[config.mk]
export PLATFORM = sky130hd
export DESIGN_NAME = hs_arbiter
export DESIGN_NICKNAME = d
export VERILOG_FILES = /design/src/rtl/hs_arbiter.sv
export SDC_FILE = /design/constraint.sdc
export NUM_CORES = 1
export LEC_CHECK = 0
export CORE_ASPECT_RATIO = 0.8
export CORE_UTILIZATION = 40
export CTS_CLUSTER_DIAMETER = 50
export DETAILED_ROUTE_END_ITERATION = 6
export GPL_TIMING_DRIVEN = 0
export PLACE_DENSITY_LB_ADDON = 0.15
export RECOVER_POWER = 50
export SYNTH_ARGS = -nofsm -noshare
export SYNTH_HDL_FRONTEND = slang
export SYNTH_SLANG_ARGS = --single-unit
[constraint.sdc]
create_clock -name clk -period 2.4 [get_ports clk]
set_input_delay 0.48 -clock clk [delete_from_list [all_inputs] [get_ports clk]]
set_output_delay 0.48 -clock clk [all_outputs]
set_load 0.02 [all_outputs]
[src/rtl/hs_arbiter.sv]
// rtl/hs_arbiter.sv - round-robin arbiter feeding a 4-phase bundled-data handshake
module hs_arbiter #(
  parameter int N     = 8,
  parameter int M     = 4,
  parameter int SETUP = 2,
  parameter int SYNC  = 2
) (
  input  logic           clk,
  input  logic           rst,
  input  logic [M-1:0]   req_valid,
  output logic [M-1:0]   req_ready,
  input  logic [M*N-1:0] req_data,
  output logic           r_o,
  input  logic           a_o,
  output logic [N-1:0]   d_o,
  output logic [M-1:0]   grant,
  output logic           err
);

  localparam int PW = (M > 1) ? $clog2(M) : 1;
  localparam logic [PW:0]   M_W        = (PW+1)'(M);
  localparam logic [PW-1:0] LAST_IDX   = PW'(M - 1);
  localparam logic [3:0]    SETUP_LAST = (SETUP > 0) ? 4'(SETUP - 1) : 4'd0;

  typedef enum logic [1:0] {
    IDLE,
    SETUP_WAIT,
    REQ_HI,
    REQ_LO
  } state_t;

  state_t          state;
  logic [SYNC-1:0] sync_q;
  logic            a_s;
  logic            a_s_d;
  logic [PW-1:0]   ptr;
  logic [3:0]      cnt;
  logic [PW:0]     sum;
  logic [PW-1:0]   win;
  logic            win_found;
  logic [M-1:0]    win_onehot;
  logic [N-1:0]    win_data;
  logic            accept;
  logic            a_rise;
  logic            a_fall;

  // Acknowledge synchronizer; resets high so a stale high ack is never seen as a new rise
  always_ff @(posedge clk) begin
    if (!rst) begin
      sync_q <= '1;
      a_s_d  <= 1'b1;
    end else begin
      sync_q <= {sync_q[SYNC-2:0], a_o};
      a_s_d  <= a_s;
    end
  end

  assign a_s    = sync_q[SYNC-1];
  assign a_rise = a_s & ~a_s_d;
  assign a_fall = ~a_s & a_s_d;

  // Round-robin search: first valid requester at or after ptr, wrapping past M-1
  always_comb begin
    win       = '0;
    win_found = 1'b0;
    sum       = '0;
    for (int k = 0; k < M; k++) begin
      sum = {1'b0, ptr} + (PW+1)'(k);
      if (sum >= M_W) sum = sum - M_W;
      if (!win_found && req_valid[sum[PW-1:0]]) begin
        win       = sum[PW-1:0];
        win_found = 1'b1;
      end
    end
  end

  // One-hot form of the winner and its data slice
  always_comb begin
    win_onehot      = '0;
    win_onehot[win] = 1'b1;
    win_data        = '0;
    for (int k = 0; k < M; k++) begin
      if (win == PW'(k)) win_data = req_data[k*N +: N];
    end
  end

  // Offer acceptance only in IDLE once the acknowledge has returned low
  always_comb begin
    req_ready = '0;
    if (state == IDLE && !a_s && win_found) req_ready = win_onehot;
  end

  assign accept = |(req_valid & req_ready);

  // Transfer sequencer: accept, hold data SETUP cycles, then run the 4-phase handshake
  always_ff @(posedge clk) begin
    if (!rst) begin
      state <= IDLE;
      r_o   <= 1'b0;
      grant <= '0;
      d_o   <= '0;
      ptr   <= '0;
      cnt   <= '0;
    end else begin
      case (state)
        IDLE: begin
          if (accept) begin
            d_o   <= win_data;
            grant <= win_onehot;
            ptr   <= (win == LAST_IDX) ? '0 : win + PW'(1);
            cnt   <= '0;
            if (SETUP == 0) begin
              state <= REQ_HI;
              r_o   <= 1'b1;
            end else begin
              state <= SETUP_WAIT;
            end
          end
        end
        SETUP_WAIT: begin
          if (cnt == SETUP_LAST) begin
            state <= REQ_HI;
            r_o   <= 1'b1;
          end else begin
            cnt <= cnt + 4'd1;
          end
        end
        REQ_HI: begin
          if (a_s) begin
            state <= REQ_LO;
            r_o   <= 1'b0;
          end
        end
        REQ_LO: begin
          if (!a_s) begin
            state <= IDLE;
            grant <= '0;
          end
        end
        default: begin
          state <= IDLE;
          r_o   <= 1'b0;
        end
      endcase
    end
  end

  // Sticky flag for acknowledge edges that the handshake never asked for
  always_ff @(posedge clk) begin
    if (!rst) begin
      err <= 1'b0;
    end else if ((a_rise && (state == IDLE || state == SETUP_WAIT)) ||
                 (a_fall && state == REQ_HI)) begin
      err <= 1'b1;
    end
  end

endmodule
# After elaboration in Yosys (flattened, before gate mapping)
# Cells that the tools add are included.
# word_totals
elab_cells,112
out_inout_bits,18
ff_bits,25
input_bits,39
# classes
reduce_logical,25
magnitude_cmp,10
n_bitwise,5
n_eq_ne,12
n_addsub,9
n_mux,42
# op_table
op,n
2-to-1 mux 8 bit,4
2-to-1 mux 2 bit,13
2-to-1 mux 4 bit,5
case mux 4 bit (2 select lines),2
"less-than comparator 2 x 3 -> 1 bit, second input constant",5
2-to-1 mux 1 bit,11
"!= test 2 bit, second input constant",5
">= comparator 3 bit, second input constant",3
AND reduction 3 bit,3
binary-select mux 1 bit (select 2 bit),4
"equality test 2 bit, second input constant",4
logical AND 1 bit,8
case mux 2 bit (4 select lines),1
"subtractor 2 x 1 -> 2 bit, second input constant",4
"adder 2 x 2 -> 3 bit, second input constant",2
nonzero test 2 bit,3
"adder 4 x 1 -> 4 bit, second input constant",1
bitwise AND 4 bit,1
"equality test 2 x 1 -> 1 bit, second input constant",2
"equality test 4 x 1 -> 1 bit, second input constant",1
logical NOT 1 bit,4
logical NOT 2 bit,2
AND reduction 4 bit,1
OR reduction 4 bit,1
10 further kinds,13

# Logic depth before layout (Yosys ltp)
# Gate-level depths: netlist of run 1.
# logic_depth
depth_word,23
depth_mapped,12
mapped_depth_nobuf,9

# Least setup slack after synthesis of run 1
# Ideal clock, no wire load.
# synth_timing
kind,input -> register
startpoint,input port req_valid[2]
endpoint,register d_o[3]
required_time_ns,2.281
setup_slack_ns,-0.090
stages,12
arrival_ns,2.371
path_buffers,3
setup_time_ns,0.119
cell_sequence,mux2i_1 -> nor2_1 -> nor3_1 -> inv_1 -> ha_1 -> buf_2 -> a22o_1 -> o211a_1 -> buf_6 -> buf_6 -> o21ai_0 -> a21oi_1
# synth_via
elab_chain_len,20
elab_cells_between_ends,40
classes_between,order compare: 2; eq/ne: 3; mux: 23; bitwise: 1; reduce/logical: 11
# synth_lines
item,line_no,source
start: declaration,10,"input logic [M-1:0] req_valid,"
binary-select mux 1 bit (select 2 bit),70,if (!win_found && req_valid[sum[PW-1:0]]) begin
2-to-1 mux 1 bit (not written as such),70,
2-to-1 mux 1 bit,70,
logical NOT 1 bit,70,
logical AND 1 bit,70,
2-to-1 mux 1 bit,70,
logical NOT 1 bit,70,
logical AND 1 bit,70,
[... 4 more ...],--,
less-than comparator 2 x 3 -> 1 bit (not written as such) / >= comparator 2 x 1 -> 1 bit (equally long branches),80,win_onehot[win] = 1'b1;
logical AND 1 bit (not written as such),80,
2-to-1 mux 1 bit (not written as such),80,
demux 1 bit (select 2 bit),80,
2-to-1 mux 4 bit,90,if (state == IDLE && !a_s && win_found) req_ready = win_onehot;
bitwise AND 4 bit,93,assign accept = |(req_valid & req_ready);
OR reduction 4 bit,93,
AND reduction 2 bit (no line),--,
end signal: assignment,108,d_o <= win_data;
end: declaration,15,"output logic [N-1:0] d_o,"
# Parallel ways exist; a longest one is shown, timed or not. The select of a mux whose other input is x is not followed.
# A chain may end at the register's enable or synchronous reset.

# Worst setup path in the final report of run 1
# layout_timing
startpoint,register ptr[1]
endpoint,output port req_ready[3]
# layout_via
elab_chain_len,19
elab_cells_between_ends,44
classes_between,add/sub: 7; order compare: 6; mux: 23; reduce/logical: 8
# layout_lines
item,line_no,source
start: declaration,36,logic [PW-1:0] ptr;
start signal: assignment,110,ptr <= (win == LAST_IDX) ? '0 : win + PW'(1);
branches (longest 18 deep; another with adder 2 x 1 -> 3 bit),--,
2-to-1 mux 4 bit (*),90,
end: declaration,11,"output logic [M-1:0] req_ready,"
# Every way passes the cells marked *. The select of a mux whose other input is x is not followed.

==> results_dict.tcl, run 1 <==
set metrics [dict create \
    startpoint_type "flop" \
    ys_types 42 \
    gr-total-overflow 0 \
    dr.pass1.iters 4 \
    wl_per_cell_um 15.36 \
    grt_pass1_wl_um 7900 \
    synthSimpleGateAreaFrac_pct 16.96 \
    synth-xor-area-share_pct 0 \
    netlist_area_mm2 0.001572 \
    drc 0 \
    drtIter0Drc 108 \
    slowest_stage "dfxtp_4" \
    path_depth 9 \
    fillers 288 \
    path_buf_inv 4 \
    synth_top_family_by_area "compound AO/OA/AOI/OAI gates" \
    critical_path.cell_chain "mux2i_1, nor2_1, nor3_2, buf_4, ha_2, buf_6, buf_8, and3_1, buf_4" \
    track_usage_pct 24.28 \
    viasPerCell 5.439 \
    cp_common_cell "buf_4" \
    preCtsSetupSlack_ns -1.253 \
    worst_pin_slew_ns 0.5505 \
    r2r_cells 12 \
    multi_input_area_mm2 0.001030 \
    avgSynthCellArea_um2 8.359 \
    yosysSeqAreaShare_pct 31.85 \
    slew_violations 0 \
    final_hold_viol_count 0 \
    vias 1708 \
    finalWorstSetupSlack_ns 0.02351 \
    io_pins 57 \
    path_clk_slew_ns 0.09 \
    synth_edf_count 0 \
    yosys_most_used_dff "dfxtp_1" \
    cts_hold_buffers 0 \
    cp.arrival_ns 1.90 \
    cts.sink_count 25 \
    cp_top_family "buffers and inverters" \
    whs_path_depth 1 \
    htree_levels 1 \
    ir_worst_vdd_mv 0.5494 \
    clockBufferDepth 2 \
    fmax_ghz 0.4208 \
    power_per_cell_area_mw_per_mm2 489.6 \
    slowest_delay_ns 0.39 \
    synth_mux_area_share_pct 3.822 \
    cts_root_buffer "clkbuf_8" \
    port-buffer-count 56 \
    fin_crit_ns 2.376 \
    max_slew_margin_pct 63.30 \
    synthArstFlopShare_pct 0 \
    worstSetupPathType "reg2out" \
    antenna_cells 0 \
    rows 19 \
    syn-num-nets 238 \
    worst_hold_path_type "reg2reg" \
    die_y_um 58.06 \
    synth-seq-cells 25 \
    worstSetupEndpointType "primary output" \
    grt_pass1_vias 1659 \
    wl_um 4824 \
    core_area_mm2 0.003590 \
    grt_setup_unrepaired "true" \
    crit_fanout 5 \
    synth_warnings 0 \
    ant_nets 0 \
    nets 313 \
    dieArea_mm2 0.004185 \
    maxCapViolations 0 \
    synth_fa_ha_area_share_pct 8.758 \
    grt_start_max_net_pins 16 \
    clk-insertion-delay-late_ns 0.28 \
    outcome "finished, final reports clean" \
    required_ns 1.92 \
    antenna_found_initial 0 \
    start_util_pct 43.78 \
    cts_tree "yes" \
    drive_above_1_share_pct 20.99 \
    syn2layout_area_growth_pct 56.69 \
    gp_congestion 0.8481 \
    period_share_pct 99.02 \
    layout_common_cells "clkdlybuf4s50_1 (33), a21oi_1 (24), dfxtp_1 (23)" \
    final_common_cell "clkdlybuf4s50_1" \
    seqCellArea_um2 505.5 \
    clock_skew_ns 0.003755 \
    fin_tns_setup_ns 0 \
    cellLeakagePower_nw 1.066 \
    hpwl_um 3193 \
    syn_inst 188 \
    setup_viol 0 \
    die-width_um 72.08 \
    cts_buffers 3 \
    synth_compound_area_share_pct 30.49 \
]
[synthesized netlist by cell type (3+ instances only)]
cell type / number / area (um2)
a211o_1: 8 / 70.07
a21oi_1: 26 / 130.1
a221oi_1: 7 / 61.31
and3_1: 5 / 31.28
buf_2: 3 / 15.01
clkbuf_1: 3 / 11.26
dfxtp_1: 25 / 500.5
ha_1: 11 / 137.6
inv_1: 16 / 60.06
mux2i_1: 6 / 60.06
nand2_1: 12 / 45.04
nand2b_1: 4 / 25.02
nand3_1: 5 / 25.02
nand3b_1: 4 / 30.03
nor2_1: 6 / 22.52
o21ai_0: 11 / 55.05
[through the flow]
step	power, mW	instances	utilization [%]	cell area [um2]	hold WS (ns)
CTS	1.193	309	66.82	2399	0.4191
detailed placement	0.8883	296	61.35	2202	0.3960
floorplan	0.7321	188	-	1577	0.3863
global route	1.286	314	68.60	2462	0.4223
global placement	0.8882	296	61.35	2202	0.3906
finish	1.206	314	68.60	2462	0.4142
[flip-flops by register name, indices dropped and copies added (netlist names)]
signal  cells
state       2
ptr         2
grant       4
cnt         4
sync_q      2
a_s_d       1
d_o         8
r_o         1
err         1
[routing by layer]
| layer | vias to the layer above | wire length, um | global-route usage (%) |
|---|---|---|---|
| li1 | 838 | - | - |
| met5 | - | 0 | 0 |
| met4 | 0 | 54 | 6.443 |
| met3 | 8 | 251 | 4.870 |
| met1 | 810 | 2365 | 33.97 |
| met2 | 52 | 2153 | 38.18 |
[layout make-up]
| type | count | area share [%] |
|---|---|---|
| multi-input cells | 135 | 41.82 |
| repair buffers | 71 | 26.32 |
| flip-flops and latches | 25 | 20.53 |
| plain buffers | 10 | 4.014 |
| inverters | 17 | 2.693 |
| well taps | 52 | 2.642 |
| clock buffers | 3 | 1.677 |
| clock inverters | 1 | 0.3049 |
[kinds of logic after synthesis]
group                      count (synthesis)
buffers and inverters                     28
adders and majority gates                 11
DFF                                       25
AOI/OAI and AO/OA                         70
and+or+nand+nor                           48
muxes                                      6
[report_power, final]
part / leakage [nW] / internal (mW) / total (mW) / switching (mW)
Sequential: 0.204 / 0.440 / 0.461 / 0.0212
Clock: 0.0217 / 0.118 / 0.263 / 0.145
Combinational: 0.840 / 0.236 / 0.481 / 0.245
Total: 1.07 / 0.794 / 1.21 / 0.412
[worst reg2reg max path: stages (launching register included)]
cell and delay, ns:
dfxtp_4 0.39, mux2i_1 0.21, nor2_1 0.08, nor3_2 0.14, buf_4 0.15, inv_4 0.04, ha_4 0.17, a22o_4 0.27
o211ai_4 0.34, buf_6 0.15, buf_4 0.10, a21oi_1 0.05, a21oi_1 0.15
[worst paths after layout]
path | from | end | slack [ns]
min reg2reg | sync_q[0] | sync_q[1] | 0.41
min | sync_q[0] | sync_q[1] | 0.41
max reg2reg | ptr[1] | d_o[1] | 0.09
max | ptr[1] | req_ready[3] | 0.02
[timing repair]
item	in CTS	in global routing
gates resized for setup	55	26
setup buffers	11	4
cloned	0	1
pin swaps	2	5
setup endpoints to repair	24	23
hold endpoints to repair	0	0
Power figures use the tool's default switching activity.
==> run 2: changes to the inputs <==
- SLEW_MARGIN: unset -> 10
==> results of run 2 <==
Same layout as run 1: the final DEF is identical, and so are final timing and power.
==> run 3: changes to the inputs <==
- clock period: 2.4 -> 2 ns (I/O delays scaled with it)
==> run 3 against run 2 <==
Effect of this change: the flow now finishes with violations (negative setup slack); total power rose by 23%; non-clock buffer count rose by 2; flip-flop and latch count did not move; clock power rose by 15%; via count rose by 0.47%; combinational power rose by 30%; die area did not move; largest power group unchanged.
==> results_dict.tcl, run 3 (synthesis results as in run 1) <==
set metrics [dict create \
    ant_nets 0 \
    port-buffer-count 56 \
    worst_hold_path_type "reg2reg" \
    start_util_pct 43.78 \
    largest_reg_flops 8 \
    maxCapViolations 0 \
    nets 315 \
    top_register "d_o" \
    antenna_cells 0 \
    worstSetupEndpointType "primary output" \
    placed_cells 296 \
    p_total_mw 1.485 \
    fin_crit_ns 2.231 \
    final_hold_viol_count 0 \
    gp_congestion 0.8373 \
    slew_violations 0 \
    dpl_cell_area_mm2 0.002237 \
    grt_pass1_vias 1570 \
    worst_pin_slew_ns 0.5472 \
    drc 0 \
    cts.sink_count 25 \
    cts_tree "yes" \
    crit_fanout 5 \
    track_usage_pct 22.69 \
    top_regs "d_o: 8 flops, cnt: 4 flops, grant: 4 flops" \
    startpoint_type "flop" \
    max_slew_margin_pct 63.52 \
    final_cell_area_mm2 0.002581 \
    cts_root_buffer "clkbuf_8" \
    layout_common_cells "clkdlybuf4s50_1 (43), a21oi_1 (22), dfxtp_1 (22)" \
    setup_viol 24 \
    ir_worst_vdd_mv 0.4401 \
    grt_setup_unrepaired "true" \
    period_share_pct 111.6 \
    wl_um 4659 \
    drtIter0Drc 133 \
    cts_buffers 3 \
    grt_pass1_wl_um 7403 \
    dieArea_mm2 0.004185 \
    outcome "finished, violations left" \
    grt_start_max_net_pins 14 \
    rows 19 \
    antenna_found_initial 0 \
    die_y_um 58.06 \
    dr.pass1.iters 4 \
    worstSetupPathType "reg2out" \
    fmax_ghz 0.4482 \
    syn2layout_area_growth_pct 64.25 \
    io_pins 57 \
    cellLeakagePower_nw 1.058 \
    viasPerCell 5.430 \
    drive_above_1_share_pct 25.00 \
    final_common_cell "clkdlybuf4s50_1" \
    vias 1716 \
    clk-insertion-delay-late_ns 0.27 \
    required_ns 1.60 \
    cp.arrival_ns 1.83 \
    wl_per_cell_um 14.74 \
    htree_levels 1 \
    power_per_cell_area_mw_per_mm2 575.3 \
    path_clk_slew_ns 0.09 \
    finalWorstSetupSlack_ns -0.2311 \
    core_area_mm2 0.003590 \
    gr-total-overflow 0 \
    clock_skew_ns 0.001576 \
    clockBufferDepth 2 \
    hpwl_um 3188 \
    die-width_um 72.08 \
    final_cells 316 \
    violations "negative setup slack" \
]
[run 3: cell count changes in the layout (fill, tap and decap cells not counted), moves of 2 or more]
cell and delta:
nand3_2 +4, clkdlybuf4s50_1 +10, nand3_1 -4, buf_4 -2, buf_2 -2, o21ai_2 +3
and3_1 -2, a21oi_1 -2, buf_6 +3, dlygate4sd3_1 -10, o21ai_1 -2
[run 3: per-stage QoR]
step	TNS (ns)	setup WS, ns	hold slack, ns	utilization (%)
after floorplan	-3.271	-0.1944	0.3863	-
after global placement	-23.68	-1.240	0.3916	62.32
after detailed placement	-23.63	-1.241	0.3962	62.32
after CTS	-4.438	-0.2242	0.4174	68.42
after global routing	-6.977	-0.3248	0.4351	71.91
final	-4.317	-0.2311	0.4145	71.91
[run 3: where the power goes]
| part | switching, mW | internal [mW] | leakage, nW |
|---|---|---|---|
| sequential | 0.0264 | 0.529 | 0.205 |
| combinational | 0.316 | 0.311 | 0.831 |
| clock | 0.161 | 0.143 | 0.0228 |
| total | 0.503 | 0.982 | 1.06 |
[run 3: routing by layer]
metal	routed length, um	track usage (%)	share of wire, %	up-vias
met5	0	0	0	-
met4	59	5.042	1.3	0
met3	235	4.522	5.0	8
met2	2026	36.58	43	58
met1	2337	31.44	50	809
li1	-	-	-	841
[run 3: final cells by class]
type                       count  area, um2
fill                         276       1008
buffer                        10      97.59
inverter                      17      68.82
multi-input combinational    135       1091
clock buffer                   4      45.04
sequential                    25      506.7
timing repair buffer          73      706.9
tap                           52      65.06
[run 3: worst paths after layout]
check	from	to	slack, ns	cells after the start
setup / recovery	ptr[1]	req_ready[3]	-0.23	8
hold / removal	sync_q[0]	sync_q[1]	0.41	1
setup reg to reg	ptr[1]	cnt[0]	-0.22	10
hold reg to reg	sync_q[0]	sync_q[1]	0.41	1
[run 3: worst max-delay path, stage by stage (launching register included)]
cell	delay, ns
dfxtp_4	0.38
a21oi_1	0.06
o21a_1	0.16
o22a_2	0.29
ha_4	0.18
buf_6	0.12
buf_6	0.11
and3_4	0.14
buf_6	0.12
[run 3: repair_timing]
action | 4_1_cts | 5_1_grt
hold buffers | 0 | 0
gates cloned | 1 | 2
buffers inserted | 10 | 4
gates resized for setup | 63 | 15
endpoints found under the hold margin | 0 | 0
pin swaps | 8 | 8
setup endpoints to repair | 24 | 24
